### src/rtl/pipeline_hazard_controller_pkg.sv
// Shared pipeline constants: hazard FSM state encoding and multiply/divide latency default.
package pipeline_hazard_controller_pkg;

  typedef enum logic [1:0] {
    ST_RUN     = 2'b00,
    ST_MD_BUSY = 2'b01,
    ST_HALTED  = 2'b10
  } hz_state_t;

  localparam int unsigned MULDIV_LAT_DEFAULT = 4;
  // Wide enough for the largest legal latency (15).
  localparam int unsigned BUSY_W = 4;

endpackage

### src/rtl/pipeline_hazard_controller_load_use_detector.sv
// Load-use comparator: flags an ID source register produced by a load still in EXE.
module load_use_detector (
  input  logic       mem_read_exe,
  input  logic [4:0] reg_wr_exe,
  input  logic [4:0] rs_id,
  input  logic [4:0] rt_id,
  input  logic       uses_rt_id,
  output logic       load_use
);

  logic dest_valid_s;
  logic rs_hit_s;
  logic rt_hit_s;

  // Register zero is hardwired, so a load targeting it never creates a dependency.
  assign dest_valid_s = (reg_wr_exe != 5'd0);
  assign rs_hit_s     = (reg_wr_exe == rs_id);
  assign rt_hit_s     = uses_rt_id && (reg_wr_exe == rt_id);
  assign load_use     = mem_read_exe && dest_valid_s && (rs_hit_s || rt_hit_s);

endmodule

### src/rtl/pipeline_hazard_controller.sv
// Pipeline hazard controller: branch flush, load-use stall, multi-cycle mul/div stall,
// halt, and a saturating stall-cycle counter.
module pipeline_hazard_controller
  import pipeline_hazard_controller_pkg::*;
#(
  parameter int unsigned MULDIV_LAT = MULDIV_LAT_DEFAULT,
  parameter int unsigned CNT_W      = 16
) (
  input  logic             clk,
  input  logic             rst_n,
  input  logic             mem_read_exe,
  input  logic [4:0]       reg_wr_exe,
  input  logic [4:0]       rs_id,
  input  logic [4:0]       rt_id,
  input  logic             uses_rt_id,
  input  logic             branch_taken_exe,
  input  logic             muldiv_start_exe,
  input  logic             halt_id,
  input  logic             stall_cnt_clr,
  output logic             pc_write,
  output logic             if_id_write,
  output logic             id_exe_write,
  output logic             id_exe_bubble,
  output logic             exe_mem_bubble,
  output logic             if_id_flush,
  output logic             id_exe_flush,
  output logic             muldiv_done,
  output logic             halted,
  output logic [CNT_W-1:0] stall_count
);

  localparam logic [BUSY_W-1:0] BUSY_LOAD = BUSY_W'(MULDIV_LAT - 1);

  hz_state_t         state_r, state_next_s;
  logic [BUSY_W-1:0] busy_cnt_r, busy_cnt_next_s;
  logic [CNT_W-1:0]  stall_count_r;
  logic              lu_s;

  load_use_detector u_lu (
    .mem_read_exe (mem_read_exe),
    .reg_wr_exe   (reg_wr_exe),
    .rs_id        (rs_id),
    .rt_id        (rt_id),
    .uses_rt_id   (uses_rt_id),
    .load_use     (lu_s)
  );

  // State and busy-counter registers.
  always_ff @(posedge clk or negedge rst_n) begin
    if (!rst_n) begin
      state_r    <= ST_RUN;
      busy_cnt_r <= '0;
    end else begin
      state_r    <= state_next_s;
      busy_cnt_r <= busy_cnt_next_s;
    end
  end

  // Next-state and pipeline-control decode; reset holds the RUN defaults on the outputs.
  always_comb begin
    pc_write        = 1'b1;
    if_id_write     = 1'b1;
    id_exe_write    = 1'b1;
    id_exe_bubble   = 1'b0;
    exe_mem_bubble  = 1'b0;
    if_id_flush     = 1'b0;
    id_exe_flush    = 1'b0;
    muldiv_done     = 1'b0;
    halted          = 1'b0;
    state_next_s    = state_r;
    busy_cnt_next_s = busy_cnt_r;
    if (!rst_n) begin
      state_next_s    = ST_RUN;
      busy_cnt_next_s = '0;
    end else begin
      case (state_r)
        ST_RUN: begin
          if (branch_taken_exe) begin
            if_id_flush  = 1'b1;
            id_exe_flush = 1'b1;
          end else if (muldiv_start_exe) begin
            busy_cnt_next_s = BUSY_LOAD;
            state_next_s    = ST_MD_BUSY;
          end else if (lu_s) begin
            pc_write      = 1'b0;
            if_id_write   = 1'b0;
            id_exe_bubble = 1'b1;
          end else if (halt_id) begin
            state_next_s = ST_HALTED;
          end else begin
            state_next_s = ST_RUN;
          end
        end
        ST_MD_BUSY: begin
          pc_write        = 1'b0;
          if_id_write     = 1'b0;
          id_exe_write    = 1'b0;
          exe_mem_bubble  = 1'b1;
          busy_cnt_next_s = busy_cnt_r - BUSY_W'(1);
          // A zero count cannot occur here normally; treat it as finished rather than wrap.
          if (busy_cnt_r <= BUSY_W'(1)) begin
            muldiv_done     = 1'b1;
            busy_cnt_next_s = '0;
            state_next_s    = ST_RUN;
          end else begin
            state_next_s = ST_MD_BUSY;
          end
        end
        ST_HALTED: begin
          pc_write      = 1'b0;
          if_id_write   = 1'b0;
          id_exe_bubble = 1'b1;
          halted        = 1'b1;
          state_next_s  = ST_HALTED;
        end
        default: begin
          state_next_s    = ST_RUN;
          busy_cnt_next_s = '0;
        end
      endcase
    end
  end

  // Saturating stall counter; cycles spent halted are not stalls.
  always_ff @(posedge clk or negedge rst_n) begin
    if (!rst_n) begin
      stall_count_r <= '0;
    end else if (stall_cnt_clr) begin
      stall_count_r <= '0;
    end else if (!pc_write && (state_r != ST_HALTED) && (stall_count_r != {CNT_W{1'b1}})) begin
      stall_count_r <= stall_count_r + CNT_W'(1);
    end else begin
      stall_count_r <= stall_count_r;
    end
  end

  assign stall_count = stall_count_r;

endmodule

### config.mk
export PLATFORM = sky130hd
export DESIGN_NAME = pipeline_hazard_controller
export DESIGN_NICKNAME = d
export VERILOG_FILES = /design/src/rtl/pipeline_hazard_controller_pkg.sv /design/src/rtl/pipeline_hazard_controller_load_use_detector.sv /design/src/rtl/pipeline_hazard_controller.sv
export SDC_FILE = /design/constraint.sdc
export NUM_CORES = 1
export LEC_CHECK = 0
export CAP_MARGIN = 5
export CORE_MARGIN = 1.5
export CORE_UTILIZATION = 47
export CTS_CLUSTER_DIAMETER = 100
export CTS_CLUSTER_SIZE = 16
export DETAILED_ROUTE_END_ITERATION = 6
export PLACE_DENSITY = 0.79
export SLEW_MARGIN = 20
export SYNTH_ARGS = -nofsm -noshare
export SYNTH_HDL_FRONTEND = slang
export SYNTH_SLANG_ARGS = --single-unit
### constraint.sdc
create_clock -name clk -period 2.8 [get_ports clk]
set_input_delay 0.42 -clock clk [delete_from_list [all_inputs] [get_ports clk]]
set_output_delay 0.42 -clock clk [all_outputs]
set_load 0.02 [all_outputs]
Word level (Yosys, flattened, before mapping)
Index checks and enable logic that the tools add are counted.
{"block": "totals", "ff_bits": 22, "input_bits": 23, "output_inout_bits": 25, "word_cells": 65}
{"block": "op_classes", "add_sub_neg": 2, "n_lt_le_gt_ge": 1, "eq_ne": 10, "mux": 36, "reduce_logical": 13}
{"operator": "16-bit two-way mux", "count": 2}
{"operator": "1-bit two-way mux", "count": 21}
{"operator": "16-bit by 1-bit adder with 16-bit output (second input constant)", "count": 1}
{"operator": "4-bit two-way mux", "count": 4}
{"operator": "16-bit != test (second input constant)", "count": 1}
{"operator": "4-bit one-hot mux with 3 select lines", "count": 1}
{"operator": "5-bit equality test", "count": 2}
{"operator": "2-bit two-way mux", "count": 5}
{"operator": "3-bit != test (second input constant)", "count": 2}
{"operator": "2-bit one-hot mux with 3 select lines", "count": 1}
{"operator": "1-bit logical AND", "count": 5}
{"operator": "5-bit nonzero test", "count": 1}
{"operator": "4-bit by 1-bit <= comparator with 1-bit output (second input constant)", "count": 1}
{"operator": "2-bit != test (second input constant)", "count": 2}
{"operator": "4-bit != test (second input constant)", "count": 1}
{"operator": "1-bit one-hot mux with 2 select lines", "count": 2}
{"operator": "4-bit by 1-bit subtractor with 4-bit output (second input constant)", "count": 1}
{"operator": "3-bit AND reduction", "count": 1}
{"operator": "2-bit by 1-bit equality test with 1-bit output (second input constant)", "count": 1}
{"operator": "2-bit equality test (second input constant)", "count": 1}
{"operator": "2-bit logical NOT", "count": 1}
{"operator": "2-bit AND reduction", "count": 1}
{"operator": "2-bit nonzero test", "count": 1}
{"operator": "2-bit OR reduction", "count": 1}
{"operator": "2 further kinds", "count": 2}

Logic depth before layout (Yosys ltp)
{"block": "logic_depth", "word_depth": 14, "mapped_depth": 10, "depth_no_buf": 8}

Hierarchy
Synthesis repeated with hierarchy kept, for this count alone.
{"block": "unflattened", "hier_cells": 171, "hier_area_um2": 1615.3}
{"module": "pipeline_hazard_controller", "instances": 1, "cells_each": 154, "area_per_inst_um2": 1482.7, "seq_area_each_um2": 550.5}
{"module": "load_use_detector", "instances": 1, "cells_each": 17, "area_per_inst_um2": 132.6, "seq_area_each_um2": 0.0}

Worst setup path after synthesis
Ideal clock, no wire load.
{"block": "synth_path", "kind": "input port to output port", "start": "input port reg_wr_exe[1]", "end": "output port pc_write", "t_arrival_ns": 1.859, "t_required_ns": 2.380, "setup_slack_ns": 0.521, "stages": 7, "path_buffers": 3, "cell_sequence": "or3_1 o311a_1 nor2b_4 a21oi_4 buf_12 buf_12 buf_4"}
{"block": "synth_between", "elab_chain_len": 9, "word_cells_on_any_way": 12, "classes_between": "eq/ne: 2; mux: 5; reduce/logical: 5"}
{"element": "start: declaration", "line": "pipeline_hazard_controller.sv:12", "source": "input logic [4:0] reg_wr_exe,"}
{"element": "5-bit equality test", "line": "pipeline_hazard_controller_load_use_detector.sv:18", "source": "assign rt_hit_s = uses_rt_id && (reg_wr_exe == rt_id);"}
{"element": "1-bit logical AND", "line": "pipeline_hazard_controller_load_use_detector.sv:18"}
{"element": "1-bit logical OR", "line": "pipeline_hazard_controller_load_use_detector.sv:19", "source": "assign load_use = mem_read_exe && dest_valid_s && (rs_hit_s || rt_hit_s);"}
{"element": "1-bit logical AND (*)", "line": "pipeline_hazard_controller_load_use_detector.sv:19"}
{"element": "1-bit two-way mux (*) (3 in a row)"}
{"element": "1-bit one-hot mux with 2 select lines (*)"}
{"element": "1-bit two-way mux (*)"}
{"element": "end: declaration", "line": "pipeline_hazard_controller.sv:20", "source": "output logic pc_write,"}
Mark *: on every way between the ends. The rest lies on a longest branch, timed or not.

Worst setup path after layout
{"block": "layout_path", "start": "input port reg_wr_exe[1]", "end": "output port pc_write"}
{"block": "layout_between", "elab_chain_len": 9, "word_cells_on_any_way": 12, "classes_between": "eq/ne: 2; mux: 5; reduce/logical: 5"}
{"element": "5-bit equality test", "line": "pipeline_hazard_controller_load_use_detector.sv:18"}
{"element": "1-bit logical AND", "line": "pipeline_hazard_controller_load_use_detector.sv:18"}
{"element": "1-bit logical OR", "line": "pipeline_hazard_controller_load_use_detector.sv:19"}
{"element": "1-bit logical AND (*)", "line": "pipeline_hazard_controller_load_use_detector.sv:19"}
{"element": "1-bit two-way mux (*)", "line": "pipeline_hazard_controller.sv:84", "source": "end else if (lu_s) begin"}
{"element": "1-bit two-way mux (*)", "line": "pipeline_hazard_controller.sv:81", "source": "end else if (muldiv_start_exe) begin"}
{"element": "1-bit two-way mux (*)", "line": "pipeline_hazard_controller.sv:78", "source": "if (branch_taken_exe) begin"}
{"element": "1-bit one-hot mux with 2 select lines (*)", "line": "pipeline_hazard_controller.sv:76", "source": "case (state_r)"}
{"element": "1-bit two-way mux (*)", "line": "pipeline_hazard_controller.sv:72", "source": "if (!rst_n) begin"}
Marks and branches as above.

==> results.cfg <==
[critical_path]
max_stage_delay_ns = 0.47
crit_buf_inv = 2
worstSetupPathType = primary input to output port
start_kind = primary input
crit_path_end_kind = output port
critPathArrivalTime_ns = 2.29
cp_slowest_cell = clkdlybuf4s50_1
path_delay_family = buffers and inverters
worstPathCellList = clkdlybuf4s50_1 -> or3_1 -> o311a_1 -> nor2b_4 -> a21oi_4 -> dlygate4sd2_1
crit_fanout = 3
worstPathRequired_ns = 2.38

[finish]
final-instance-count-excl-fill = 266
nNetsFinal = 251
fill_cells = 275
antennaDiodeCount = 0
area.growth.synth_to_final_pct = 32.80
drive_gt1_share_pct = 13.18
final_common_cell = clkdlybuf4s50_1
mostFrequentLayoutCells = 44 x clkdlybuf4s50_1, 22 x dfrtp_1, 13 x nand2_1, 13 x a21oi_1, 10 x xnor2_1

[timing]
timing.hold.ws_ns = 0.5253
skew_ns = 0.01463
drv_slew = 0
max_slew_margin_pct = 65.00
max_slew.worst_pin.slew_ns = 0.5195
max_freq_mhz = 369.3
period_needed_ns = 2.708
finalHoldViolations = 0
setup_viol = 0
rsz0062_at_grt = no
fin_crit_sh_pct = 96.71

[floorplanning]
dieWidth_um = 62.01
rows = 21
placeableCoreArea_um2 = 3337
die_area_um2 = 3845
die_h_um = 62.01
start_util_pct = 49.04
ios = 48

[cts]
cts_buffers = 3
cts.sinks = 22
path_clk_slew_ns = 0.14
cts_buffer_depth = 2
post_cts_buffers = 0
hold_buffers = 0
cts_tree = built
cts_max_level = 1
clk-insertion-delay-late_ns = 0.31
root_buffer = clkbuf_4

[pwr]
power.density_nw_per_um2 = 528.9
p_leak_nw = 0.8509
peakVddDrop_mv = 0.3338

[logic_synthesis]
ys_seq_area_share_pct = 33.64
ys_ff_latch = 22
synthCells = 173
syn-cell-area_um2 = 1637
synth_nets = 203
ys_warn_count = 0
ys_types = 42
synth.avg_cell_area_um2 = 9.460

[global_route]
grt_pass1_wl_um = 5913
grt_start_max_net_pins = 28
gr-usage-all-layers_pct = 20.14
overflow = 0
grt_pass1_vias = 1378
antenna_found_initial = 0

[placed_design]
dp.cells = 262
dp_hpwl_um = 2900
place_congestion = 0.7571
port_buffers = 47

[routing]
drt_iter0_markers = 116
routed_wl_um = 3691
firstDrtPassIters = 4
ant_nets = 0
wl_per_cell_um = 13.88
vias = 1500
drc = 0
viasPerCell = 5.639

[worst_hold_path]
worstHoldPathType = primary input to async pin

[flow_run]
cap_viol_max_count = 0

[status]
run_status = complete, no violations
[flip-flops by register name, indices dropped and copies added, names as in the netlist]
name	cells
stall_count	16
busy_cnt_r	4
state_r	2
[worst register-to-register path, stage by stage (launching register included)]
cell and delay, ns:
dfrtp_1 0.43, inv_1 0.13, ha_2 0.25, and3b_1 0.22
o311a_1 0.20, nor2b_4 0.18, a21oi_4 0.08, buf_4 0.24
or4_1 0.54, a21oi_1 0.17
[metrics by stage]
step | power, W | setup TNS, ns | worst slack (ns) | instance area (µm²) | util (%)
floorplan | 0.0007932 | 0 | 0.5209 | 1637 | -
global placement | 0.0008988 | -0.3278 | -0.1412 | 2122 | 63.59
detailed placement | 0.0009192 | -0.4265 | -0.1767 | 2122 | 63.59
CTS | 0.001157 | 0 | 0.09470 | 2173 | 65.13
global route | 0.001237 | 0 | 0.05181 | 2173 | 65.13
finish | 0.001149 | 0 | 0.09221 | 2173 | 65.13
[worst paths after layout]
kind / start / end / slack [ns] / cells after the start
worst min register to register: busy_cnt_r[2]$_DFFE_PN0P_ / busy_cnt_r[2]$_DFFE_PN0P_ / 0.53 / 1
worst min-delay path: rst_n / stall_count[6]$_DFFE_PN0P_ / 0.53 / 2
max in group asynchronous: rst_n / stall_count[14]$_DFFE_PN0P_ / 1.84 / 3
min in group clk: busy_cnt_r[2]$_DFFE_PN0P_ / busy_cnt_r[2]$_DFFE_PN0P_ / 0.53 / 1
worst max-delay path: reg_wr_exe[1] / pc_write / 0.09 / 6
worst max register to register: state_r[0]$_DFFE_PN0P_ / stall_count[4]$_DFFE_PN0P_ / 0.30 / 9
[cells in the mapped netlist]
cell type	instances	share of area [%]
nand3_1	9	2.8
a21o_1	1	0.46
a41o_4	1	1.3
nand2_1	13	3.0
or4_1	9	4.1
nor3b_2	1	0.76
nor3_1	1	0.31
nor2b_1	5	1.9
nor3_2	2	1.2
clkbuf_1	3	0.69
xnor2_1	10	5.4
o21ba_2	1	0.61
ha_1	7	5.4
and2_1	1	0.38
and3b_1	2	1.1
o22ai_1	3	1.1
nand4_1	3	1.1
buf_6	1	0.69
o21a_1	1	0.46
a31oi_1	4	1.5
buf_4	2	0.92
a31o_2	1	0.54
nor2b_4	1	0.84
inv_1	8	1.8
nor2_1	9	2.1
o311a_1	1	0.61
mux2_4	5	4.6
a21oi_4	1	0.99
clkbuf_2	1	0.31
buf_12	2	2.4
buf_2	1	0.31
nor3b_1	1	0.46
o31ai_1	9	4.1
and3_1	3	1.1
nor4_2	2	1.5
nand2b_1	1	0.38
or3_1	3	1.1
and3_4	2	1.4
a21oi_1	13	4.0
dfrtp_1	22	34
and4_4	1	0.69
o21ai_0	6	1.8
[timing repair]
item / CTS / global route
gates resized for setup: 4 / 0
hold endpoints to repair: 0 / 0
setup endpoints to repair: 3 / 0
[logic make-up (layout without fill, tap and decap cells)]
group / Yosys count / count (layout) / share of synthesized area (%)
flip-flops: 22 / 22 / 33.64
adder cells (fa/ha/maj): 7 / 7 / 5.351
AO/OA/AOI/OAI: 42 / 42 / 17.58
multiplexers: 5 / 5 / 4.587
AND/OR/NAND/NOR: 69 / 69 / 26.30
buffers and inverters: 18 / 65 / 7.186
XOR/XNOR: 10 / 10 / 5.351
[metal layers]
metal	vias up	routed length [µm]	global-route usage, %
met1	713	1572	25.03
met3	6	162	3.313
li1	731	-	-
met4	0	81	6.383
met2	50	1875	35.42
met5	-	0	0
[power breakdown]
part	switching, W	internal, W
registers	0.0000281	0.000348
logic	0.000318	0.000212
clock network	0.0000992	0.000144
[cell type report]
class	count	area, µm²	share of cell area (%)
multi-input cells	133	970.9	44.67
well taps	46	57.56	2.648
flip-flops and latches	22	550.5	25.33
clock inverters	1	30.03	1.382
clock buffers	3	22.52	1.036
inverters	8	30.03	1.382
repair buffers	53	511.7	23.55
No activity file was read; power rests on OpenSTA's default activity.
